--- config.mk ---
export PLATFORM = sky130hd
export DESIGN_NAME = regfile_sb
export DESIGN_NICKNAME = d
export VERILOG_FILES = /design/src/rtl/regfile_sb.sv
export SDC_FILE = /design/constraint.sdc
export NUM_CORES = 1
export LEC_CHECK = 0
export BUFFER_PORTS_ARGS = -buffer_cell sky130_fd_sc_hd__clkbuf_2
export CORE_MARGIN = 2
export CORE_UTILIZATION = 35
export DETAILED_ROUTE_END_ITERATION = 10
export SLEW_MARGIN = 20
export SYNTH_ARGS = -nofsm -noshare
export SYNTH_HDL_FRONTEND = slang
export SYNTH_SLANG_ARGS = --single-unit
--- constraint.sdc ---
create_clock -name clock -period 1.85 [get_ports clock]
set_input_delay 0.2775 -clock clock [delete_from_list [all_inputs] [get_ports clock]]
set_output_delay 0.2775 -clock clock [all_outputs]
set_load 0.005 [all_outputs]
--- src/rtl/regfile_sb.sv ---
// regfile_sb: parametrised register file (2 comb read ports, 1 write port) with pending-write scoreboard.
// Define REGFILE_BYPASS_EN to forward same-cycle write data onto matching read ports.
module regfile_sb #(
  parameter int unsigned WIDTH    = 8,
  parameter int unsigned DEPTH    = 4,
  parameter int unsigned ZERO_REG = 0,
  localparam int unsigned AW      = $clog2(DEPTH)
) (
  input  logic             clock,
  input  logic             reset,
  input  logic [AW-1:0]    rd_addr,
  input  logic [AW-1:0]    rs_addr,
  output logic [WIDTH-1:0] rd_data,
  output logic [WIDTH-1:0] rs_data,
  output logic             rd_busy,
  output logic             rs_busy,
  input  logic             w_en,
  input  logic [AW-1:0]    w_addr,
  input  logic [WIDTH-1:0] w_data,
  input  logic             lock_en,
  input  logic [AW-1:0]    lock_addr,
  output logic [DEPTH-1:0] busy_vec
);

`ifdef REGFILE_BYPASS_EN
  localparam bit BYPASS = 1'b1;
`else
  localparam bit BYPASS = 1'b0;
`endif

  logic [WIDTH-1:0] regs [DEPTH];
  logic [DEPTH-1:0] busy;
  logic [DEPTH-1:0] w_hit;
  logic [DEPTH-1:0] l_hit;

  // Register 0 is never written or locked when hardwired to zero, so it stays at its reset value.
  function automatic logic writable(input int unsigned idx);
    return !(ZERO_REG != 0 && idx == 0);
  endfunction

  // One-hot write/lock decode; addresses >= DEPTH match nothing and are dropped.
  always_comb begin
    w_hit = '0;
    l_hit = '0;
    for (int unsigned i = 0; i < DEPTH; i++) begin
      w_hit[i] = w_en && (w_addr == AW'(i)) && writable(i);
      l_hit[i] = lock_en && (lock_addr == AW'(i)) && writable(i);
    end
  end

  always_ff @(posedge clock or posedge reset) begin
    if (reset) begin
      for (int unsigned i = 0; i < DEPTH; i++) regs[i] <= '0;
      busy <= '0;
    end else begin
      for (int unsigned i = 0; i < DEPTH; i++) begin
        if (w_hit[i]) regs[i] <= w_data;
        // A new lock on the same edge as the write wins: the register is pending again.
        if (l_hit[i])      busy[i] <= 1'b1;
        else if (w_hit[i]) busy[i] <= 1'b0;
      end
    end
  end

  // Read mux; forwarding is suppressed during reset so outputs read zero.
  always_comb begin
    rd_data = '0;
    rs_data = '0;
    rd_busy = 1'b0;
    rs_busy = 1'b0;
    for (int unsigned i = 0; i < DEPTH; i++) begin
      if (rd_addr == AW'(i)) begin
        rd_data = regs[i];
        rd_busy = busy[i];
        if (BYPASS && w_hit[i] && !reset) begin
          rd_data = w_data;
          rd_busy = l_hit[i];
        end
      end
      if (rs_addr == AW'(i)) begin
        rs_data = regs[i];
        rs_busy = busy[i];
        if (BYPASS && w_hit[i] && !reset) begin
          rs_data = w_data;
          rs_busy = l_hit[i];
        end
      end
    end
  end

  assign busy_vec = busy;

endmodule

==> results.json <==
{
  "status": "complete, no violations",
  "final_common_cell": "clkbuf_2",
  "drv_cap": 0,
  "antenna_left": 0,
  "syn-num-nets": 123,
  "cp_max_fo": 4,
  "grt_pass1_vias": 1273,
  "clkSlewWorstSetupHoldPaths_ns": 0.07,
  "pwr_density_cell_nw_per_um2": 984,
  "path_depth": 2,
  "hold_path.class": "in2async",
  "synth_area_um2": 1790,
  "track_usage_pct": 16.4,
  "cts_hold_buf": 0,
  "core-area_um2": 5010,
  "synthCells": 103,
  "cp_top_family": "multiplexers",
  "post-cts-setup-buffers": 0,
  "drc": 0,
  "viasPerCell": 5.17,
  "cts_htree_levels": 2,
  "synthToLayoutAreaGrowth_pct": 21.4,
  "drt_first_pass_iters": 4,
  "grt_first_pass_wirelength_um": 6710,
  "die_width_um": 75.6,
  "worstPathRequired_ns": 1.57,
  "layout_common_cells": "clkbuf_2 (41), dfrtp_1 (36), mux2_2 (32), mux4_2 (18), clkbuf_8 (6)",
  "worst_slew_pin_slew_ns": 0.463,
  "start_kind": "flip-flop",
  "cts_tree": "done",
  "initial_core_util_pct": 35.8,
  "wl_per_cell_um": 18.8,
  "post-route-util_pct": 43.4,
  "grt_max_degree": 37,
  "crit_slowest_cell": "mux4_2",
  "cts_resized": 0,
  "clock_sinks": 36,
  "reg2reg_depth": 1,
  "ys_seq_area_share_pct": 50.3,
  "drive_gt1_share_pct": 70.0,
  "rsz0062_at_grt": "false",
  "clockBufferDepth": 2,
  "clock_latency_ns": 0.28,
  "slew_headroom_pct": 69.2,
  "die_h_um": 75.6,
  "routed_wl_um": 4130,
  "root_buffer": "clkbuf_8",
  "yosysWarnings": 0,
  "rows": 26,
  "crit_chain": "mux4_2 -> clkbuf_2",
  "drv_slew": 0,
  "setup_viol": 0,
  "dp_hpwl_um": 2880,
  "fmax_mhz": 629,
  "path_class": "reg2out",
  "antenna_cells": 0,
  "clock_skew_ns": 0,
  "worst_ep_arrival_time_ns": 1.31,
  "antenna_found_initial": 0,
  "synth_cell_types": 13,
  "die-area_um2": 5710,
  "nets": 169,
  "fillers": 465,
  "period_minus_slack_ns": 1.59,
  "cts_buffers": 5,
  "port_buffers": 41,
  "slowest_delay_ns": 0.48,
  "finalHoldViolations": 0,
  "crit_buf_inv": 1,
  "io_pins": 42,
  "avgSynthCellArea_um2": 17.4,
  "drtIter0Drc": 74,
  "fin_crit_sh_pct": 86.0,
  "tns_ns": 0,
  "endpoint_kind": "primary output",
  "p_leak_nw": 0.958,
  "place.gp.congestion": 0.737,
  "grt_overflow": 0,
  "via_count": 1137,
  "synth-seq-cells": 36,
  "peakVddDrop_v": 0.000642
}
-- final timing paths --
path,from,end,slack [ns]
setup / recovery,busy_vec[3]$_DFFE_PP0P_,rs_busy,0.26
hold / removal,reset,regs[9]$_DFFE_PP0P_,0.08
setup reg to reg,regs[29]$_DFFE_PP0P_,regs[29]$_DFFE_PP0P_,1.07
hold reg to reg,regs[11]$_DFFE_PP0P_,regs[11]$_DFFE_PP0P_,0.53
max in group asynchronous,reset,regs[6]$_DFFE_PP0P_,1.45
min in group clock,lock_addr[0],busy_vec[2]$_DFFE_PP0P_,0.23
-- area by class of cell --
cell class	instances	area [um2]	share of cell area [%]
Clock buffer	6	82.6	3.80
Clock inverter	2	10.0	0.460
Inverter	4	15.0	0.690
Multi-Input combinational cell	59	858	39.5
Sequential cell	36	901	41.4
Tap cell	70	87.6	4.03
Timing Repair Buffer	43	220	10.1
-- sequential cells by signal, indices dropped and copies added (netlist names) --
signal / flops
regs: 32
busy_vec: 4
-- synthesized netlist by cell type --
library cell   n  share of area, %
a32o_1         2               1.1
buf_1          2              0.42
buf_2          2              0.56
dfrtp_1       36                50
inv_1          4              0.84
mux2_2        32                20
mux4_2        18                23
nand2_1        1              0.21
nand3_2        1              0.56
nand3b_2       2               1.3
nor3b_4        1               1.0
o2bb2ai_1      1              0.49
o32ai_1        1              0.49
-- routing by layer --
metal	part of all wire (%)	track usage, %
met5	0	0
met4	1.3	5.46
met3	3.7	3.17
met2	53	29.1
met1	42	20.3
-- power breakdown --
group | internal [mW] | leakage, nW | switching (mW)
Combinational | 0.336 | 0.483 | 0.192
Sequential | 0.934 | 0.425 | 0.109
Clock | 0.297 | 0.0510 | 0.272
-- metrics by stage --
stage	hold WS, ns	cell area (um2)	power, mW	setup slack [ns]	cells
floorplan	0.360	1790	1.37	0.510	103
global placement	0.375	2080	1.56	0.243	212
detailed placement	0.400	2080	1.59	0.237	212
CTS	0.0924	2170	2.17	0.228	220
global route	0.123	2170	2.26	0.190	220
finish	0.0789	2170	2.14	0.259	220
-- cells by family (layout without fill, tap and decap cells) --
kind of cell / after synthesis / in the layout / synth area share, %
compound gates: 4 / 4 / 2.10
mux: 50 / 50 / 42.7
simple gates: 5 / 5 / 3.07
flops: 36 / 36 / 50.3
buf+inv: 8 / 55 / 1.82
(Power assumes the default switching activity.)
